**config.mk**
```make
export PLATFORM = sky130hd
export DESIGN_NAME = ifu_axi_fetch_flat
export DESIGN_NICKNAME = d
export VERILOG_FILES = /design/src/rtl/ifu_axi_fetch_pkg.sv /design/src/rtl/ifu_axi_fetch_if.sv /design/src/rtl/ifu_axi_fetch.sv /design/src/flat_wrapper.sv
export SDC_FILE = /design/constraint.sdc
export NUM_CORES = 1
export LEC_CHECK = 0
export BUFFER_PORTS_ARGS = -buffer_cell sky130_fd_sc_hd__clkbuf_2
export CAP_MARGIN = 20
export CORE_MARGIN = 2
export CORE_UTILIZATION = 40
export DETAILED_ROUTE_END_ITERATION = 8
export PLACE_DENSITY = 0.78
export SYNTH_ARGS = -nofsm -noshare
export SYNTH_HDL_FRONTEND = slang
export SYNTH_SLANG_ARGS = --single-unit
```
**constraint.sdc**
```tcl
create_clock -name clk -period 1.3 [get_ports clk]
set_input_delay 0.065 -clock clk [delete_from_list [all_inputs] [get_ports clk]]
set_output_delay 0.065 -clock clk [all_outputs]
set_load 0.01 [all_outputs]
```
**src/rtl/ifu_axi_fetch_pkg.sv**
```systemverilog
// Shared types and constants for the instruction-fetch unit.
// States, AXI response codes and the NOP encoding used when a fetch times out.
package ifu_pkg;

    typedef enum logic [2:0] {
        IDLE,
        AR,
        R,
        OUT,
        WAIT_PC
    } ifu_state_e;

    localparam logic [1:0]  RESP_OKAY   = 2'b00;
    localparam logic [1:0]  RESP_SLVERR = 2'b10;
    localparam logic [31:0] NOP_INST    = 32'h0000_0013;

endpackage

```
**src/rtl/ifu_axi_fetch_if.sv**
```systemverilog
// AXI4-Lite read channel, IDU handshake and write-back next-PC bundle of the IFU.
// master = fetch unit side, slave = memory/IDU/WBU side.
interface ifu_axi_fetch_if #(
    parameter int ADDR_W = 32
);
    logic [ADDR_W-1:0] araddr;
    logic              arvalid;
    logic              arready;
    logic [31:0]       rdata;
    logic [1:0]        rresp;
    logic              rvalid;
    logic              rready;
    logic [31:0]       inst;
    logic [ADDR_W-1:0] inst_pc;
    logic              inst_err;
    logic              inst_valid;
    logic              inst_ready;
    logic              npc_valid;
    logic [ADDR_W-1:0] npc;
    logic [ADDR_W-1:0] pc;

    modport master (
        output araddr, arvalid, rready, inst, inst_pc, inst_err, inst_valid, pc,
        input  arready, rdata, rresp, rvalid, inst_ready, npc_valid, npc
    );

    modport slave (
        input  araddr, arvalid, rready, inst, inst_pc, inst_err, inst_valid, pc,
        output arready, rdata, rresp, rvalid, inst_ready, npc_valid, npc
    );
endinterface

```
**src/rtl/ifu_axi_fetch.sv**
```systemverilog
// Multicycle instruction fetch: one AXI4-Lite read per retired instruction.
// Optional R-channel timeout enabled by defining IFU_FETCH_TIMEOUT_EN.
//
// state   | meaning
// IDLE    | one cycle after reset before the first fetch
// AR      | read address presented, waiting for arready
// R       | waiting for the read beat
// OUT     | instruction presented to the IDU
// WAIT_PC | waiting for the next PC from write-back
module ifu_axi_fetch
    import ifu_pkg::*;
#(
    parameter int                ADDR_W         = 32,
    parameter logic [ADDR_W-1:0] RESET_PC       = 32'h8000_0000,
    parameter int                TIMEOUT_CYCLES = 255
) (
    input  logic               clk,
    input  logic               rst,
    ifu_axi_fetch_if.master    bus
);

    localparam logic [7:0] TMO_LAST = 8'(TIMEOUT_CYCLES - 1);

    ifu_state_e        state_q, state_d;
    logic [ADDR_W-1:0] pc_q;
    logic [31:0]       inst_q;
    logic [ADDR_W-1:0] inst_pc_q;
    logic              inst_err_q;
    logic              take_beat;
    logic              timeout_hit;

`ifdef IFU_FETCH_TIMEOUT_EN
    logic [7:0] tmo_cnt;

    // Cleared on the AR handshake so each R phase starts counting from zero.
    always_ff @(posedge clk) begin
        if (rst) begin
            tmo_cnt <= '0;
        end else if (state_q == AR && bus.arready) begin
            tmo_cnt <= '0;
        end else if (state_q == R && !bus.rvalid) begin
            tmo_cnt <= tmo_cnt + 8'd1;
        end
    end

    assign timeout_hit = (state_q == R) && !bus.rvalid && (tmo_cnt == TMO_LAST);
`else
    logic unused_tmo;
    assign unused_tmo  = ^TMO_LAST;
    assign timeout_hit = 1'b0;
`endif

    always_comb begin
        state_d   = state_q;
        take_beat = 1'b0;
        case (state_q)
            IDLE:    state_d = AR;
            AR:      if (bus.arready) state_d = R;
            R: begin
                if (bus.rvalid) begin
                    take_beat = 1'b1;
                    state_d   = OUT;
                end else if (timeout_hit) begin
                    state_d   = OUT;
                end
            end
            OUT:     if (bus.inst_ready) state_d = WAIT_PC;
            WAIT_PC: if (bus.npc_valid) state_d = AR;
            default: state_d = IDLE;
        endcase
    end

    always_ff @(posedge clk) begin
        if (rst) begin
            state_q    <= IDLE;
            pc_q       <= RESET_PC;
            inst_q     <= '0;
            inst_pc_q  <= '0;
            inst_err_q <= 1'b0;
        end else begin
            state_q <= state_d;
            if (state_q == WAIT_PC && bus.npc_valid) begin
                pc_q <= bus.npc;
            end
            if (take_beat) begin
                inst_q     <= bus.rdata;
                inst_pc_q  <= pc_q;
                inst_err_q <= (bus.rresp != RESP_OKAY);
            end else if (timeout_hit) begin
`ifdef IFU_FETCH_TIMEOUT_EN
                inst_q     <= NOP_INST;
`endif
                inst_pc_q  <= pc_q;
                inst_err_q <= 1'b1;
            end
        end
    end

    assign bus.araddr     = pc_q;
    assign bus.arvalid    = (state_q == AR);
    assign bus.rready     = (state_q == R);
    assign bus.inst_valid = (state_q == OUT);
    assign bus.inst       = inst_q;
    assign bus.inst_pc    = inst_pc_q;
    assign bus.inst_err   = inst_err_q;
    assign bus.pc         = pc_q;

endmodule
```
**src/flat_wrapper.sv**
```systemverilog
// flat-port wrapper written by rule: the top's interface ports become plain ports
module ifu_axi_fetch_flat import ifu_pkg::*;
#(
    parameter int                ADDR_W         = 32,
    parameter logic [ADDR_W-1:0] RESET_PC       = 32'h8000_0000,
    parameter int                TIMEOUT_CYCLES = 255
)
  (clk, rst, bus_araddr, bus_arvalid, bus_rready, bus_inst, bus_inst_pc, bus_inst_err, bus_inst_valid, bus_pc, bus_arready, bus_rdata, bus_rresp, bus_rvalid, bus_inst_ready, bus_npc_valid, bus_npc);
  ifu_axi_fetch_if #(.ADDR_W(ADDR_W)) bus_i ();
  input  logic clk;
  input  logic rst;
  output wire logic [$bits(bus_i.araddr)-1:0] bus_araddr;
  output wire logic [$bits(bus_i.arvalid)-1:0] bus_arvalid;
  output wire logic [$bits(bus_i.rready)-1:0] bus_rready;
  output wire logic [$bits(bus_i.inst)-1:0] bus_inst;
  output wire logic [$bits(bus_i.inst_pc)-1:0] bus_inst_pc;
  output wire logic [$bits(bus_i.inst_err)-1:0] bus_inst_err;
  output wire logic [$bits(bus_i.inst_valid)-1:0] bus_inst_valid;
  output wire logic [$bits(bus_i.pc)-1:0] bus_pc;
  input wire logic [$bits(bus_i.arready)-1:0] bus_arready;
  input wire logic [$bits(bus_i.rdata)-1:0] bus_rdata;
  input wire logic [$bits(bus_i.rresp)-1:0] bus_rresp;
  input wire logic [$bits(bus_i.rvalid)-1:0] bus_rvalid;
  input wire logic [$bits(bus_i.inst_ready)-1:0] bus_inst_ready;
  input wire logic [$bits(bus_i.npc_valid)-1:0] bus_npc_valid;
  input wire logic [$bits(bus_i.npc)-1:0] bus_npc;
  assign bus_araddr = bus_i.araddr;
  assign bus_arvalid = bus_i.arvalid;
  assign bus_rready = bus_i.rready;
  assign bus_inst = bus_i.inst;
  assign bus_inst_pc = bus_i.inst_pc;
  assign bus_inst_err = bus_i.inst_err;
  assign bus_inst_valid = bus_i.inst_valid;
  assign bus_pc = bus_i.pc;
  assign bus_i.arready = bus_arready;
  assign bus_i.rdata = bus_rdata;
  assign bus_i.rresp = bus_rresp;
  assign bus_i.rvalid = bus_rvalid;
  assign bus_i.inst_ready = bus_inst_ready;
  assign bus_i.npc_valid = bus_npc_valid;
  assign bus_i.npc = bus_npc;
  ifu_axi_fetch #(.ADDR_W(ADDR_W), .RESET_PC(RESET_PC), .TIMEOUT_CYCLES(TIMEOUT_CYCLES)) u_core (.clk(clk), .rst(rst), .bus(bus_i));
endmodule
```
==> flow_summary.toml <==
[clock_tree]
cts_sinks = 100
clk_latency_ns = 0.35
cts_root_buffer = "clkbuf_8"
clkTransAtPathRegs_ns = 0.09
ctsLongestPathBuffers = 2
cts_buffers = 9
h-tree-depth = 3
cts_tree = "done"

[logic_synthesis]
avgSynthCellArea_um2 = 7.94
synth-compound-area-share = 0.132
post_synth_inst_count = 477
syn_nets = 549
synth_cell_types = 18
synth_top_cell_by_area = "dfxtp_1"
seq_area_frac_synth = 0.528
synthMuxAreaShare = 0.00297
synthTopCellsByArea = "dfxtp_1, nand2_1, a21oi_1, buf_4, buf_2"
synthAdderAreaFrac = 0
syn_area_um2 = 3790
yosysWarnings = 0
synth_top_family_by_area = "simple AND/OR/NAND/NOR gates"
synth_xor_area_frac = 0
synth_top_area_share = 0.528
synth_simple_gate_area_frac = 0.224
synth_seq_cells = 100

[drt]
drtPass1Iterations = 4
drcViolationCount = 0
drt_wl_total_mm = 12.4
drtIter0Drc = 141
via_count = 4108
routed_via_density = 4.92
wl_per_cell_um = 14.9
drtAntennaViolNets = 0

[placed_design]
dp_hpwl_mm = 6.94
routabilityCongestion = 0.819
placed_cells = 739
placed_area_um2 = 4750
place.port_buffers = 203
pre_cts_ws_ns = -0.0689

[floorplanning]
die_x_um = 101
ios = 204
core_area_um2 = 9200
die-area_um2 = 10300
rows = 35
start_util = 0.412
fp.dieH_um = 101

[critical_path]
r2r_setup_slack_ns = -0.04
cpPeakStageDelay_ns = 0.37
r2r_start = "u_core.state_q[1]$_SDFFE_PP0P_"
rr_worst_depth = 6
worstPathCellList = "buf_6 -> buf_6 -> and3b_2 -> buf_6"
start_kind = "flip-flop"
criticalPathCategory = "flip-flop to output port"
slowest_stage = "dfxtp_4"
cp_max_fo = 6
cp.required_ns = 1.24
reg2reg_to = "u_core.bus.inst[22]$_SDFFE_PP0P_"
critPathArrivalTime_ns = 1.29
cp_common_cell = "buf_6"
crit_path_end_kind = "output port"

[timing]
relSlewSlack = 0.821
setup_viol = 50
rsz0062_at_grt = "true"
period_share = 1.04
hold_ws_ns = 0.0744
timing.final.crit_period_ns = 1.35
fmax_ghz = 0.739
hold_viol = 0
fin_ws_ns = -0.0532
fin_skew_ns = 0.0147
drv_slew = 0
tightest_slew_ns = 0.269

[final_layout]
layout.cells.non_filler = 835
design_area_um2 = 6010
antenna_cells = 0
layout.nets = 792
area_delta_synth_final_pct = 58.7
utilization = 0.654
layout-drive-gt1-share = 0.401

[global_route]
grt_max_degree = 51
gr-total-overflow = 0
track_usage = 0.208
antenna_found_initial = 0
grt_pass1_wl_mm = 17.1
grt_pass1_vias = 3727

[outcome]
outcome = "finished with violations"
violations = "setup timing"

[hold_path]
hold_end = "u_core.state_q[2]$_SDFFE_PP0P_"
hold_path.class = "input port to flip-flop"
hp-start = "bus_npc_valid"
hold_path_depth = 3

[pwr]
ir_worst_vdd_v = 0.000673
power_density_nw_per_um2 = 954
power_leakage_nw = 2.58

[job]
drv_cap = 0
critical path, delay by kind of cell, from the launching register on:
kind          cells  cell delay, ns
simple gates      1            0.21
flops             1            0.37
buf+inv           3            0.36
Yosys cell counts, drive strengths merged:
| cell | number |
|---|---|
| or4b | 1 |
| nand2 | 194 |
| dfxtp | 100 |
| a211o | 1 |
| nor3 | 3 |
| mux2 | 1 |
| and3b | 2 |
| nand3b | 1 |
| and4bb | 1 |
| a21oi | 98 |
| nor3b | 3 |
| nor2 | 1 |
| nor4bb | 1 |
| clkbuf | 11 |
| buf | 57 |
| nand4bb | 2 |
layout by cell type (no fill, tap or decap), drive strengths merged, types with 2 or more instances in the layout:
master / synthesis / routed
clkbuf: 11 / 213
nand2: 194 / 194
dfxtp: 100 / 100
a21oi: 98 / 98
dlygate4sd3: 0 / 67
buf: 57 / 30
nor3: 3 / 3
nor3b: 3 / 3
inv: 0 / 2
and3b: 2 / 2
nand4bb: 2 / 2
clkinv: 0 / 2
power by group:
group	total (mW)	switching (mW)	leakage, nW	internal (mW)
sequential	3.12	0.0285	0.808	3.10
combinational	0.644	0.278	1.68	0.366
clock	1.97	1.07	0.0971	0.897
total	5.73	1.38	2.58	4.36
repair_timing:
item | in CTS | in global routing
cloned | 0 | 7
endpoints found under the setup margin | 98 | 90
resized for setup | 11 | 49
setup buffers | 1 | 7
pin swaps | 0 | 8
hold buffers | 67 | 0
endpoints found under the hold margin | 66 | 0
worst max-delay path by stage:
| stage | to | start | slack (ns) | depth (start not counted) |
|---|---|---|---|---|
| 2_1_floorplan | u_core.state_q[0]$_SDFFE_PP0P_ | u_core.state_q[1]$_SDFFE_PP0P_ | 0.04 | 4 |
| 3_3_place_gp | u_core.bus.inst_err$_SDFFE_PP0P_ | u_core.state_q[1]$_SDFFE_PP0P_ | 0.004 | 4 |
| 3_5_place_dp | u_core.bus.inst_pc[26]$_SDFFE_PP0P_ | u_core.state_q[1]$_SDFFE_PP0P_ | -0.07 | 4 |
| 4_1_cts | bus_inst_valid | u_core.state_q[1]$_SDFFE_PP0P_ | -0.06 | 4 |
| 5_1_grt | bus_inst_valid | u_core.state_q[1]$_SDFFE_PP0P_ | -0.1 | 4 |
| 6_report | bus_inst_valid | u_core.state_q[1]$_SDFFE_PP0P_ | -0.05 | 4 |
through the flow:
step | TNS (ns) | total power, mW
2_1_floorplan | 0 | 3.36
3_3_place_gp | 0 | 3.57
3_5_place_dp | -3.03 | 3.58
4_1_cts | -0.181 | 5.71
5_1_grt | -4.53 | 5.95
6_report | -1.10 | 5.73
per-layer routing:
| layer | share of wire | global-route usage |
|---|---|---|
| met1 | 0.40 | 0.230 |
| met2 | 0.52 | 0.383 |
| met3 | 0.059 | 0.0393 |
| met4 | 0.020 | 0.0967 |
| met5 | 0 | 0 |
sequential cells by signal, indices dropped and copies added, names as in the netlist:
register	count
u_core.bus.araddr	32
u_core.bus.inst	32
u_core.bus.inst_err	1
u_core.bus.inst_pc	32
u_core.state_q	3
kinds of logic after synthesis:
family	count (synthesis)
compound gates	99
mux	1
simple gates	209
flops	100
buf+inv	68
final cells by class:
class	count	area, µm²
well taps	111	139
clock inverters	5	61.3
clock buffers	10	128
multi-input cells	309	1540
flip-flops and latches	100	2010
repair buffers	300	2140
fillers	724	3180
No activity file was read; power rests on OpenSTA's default activity.
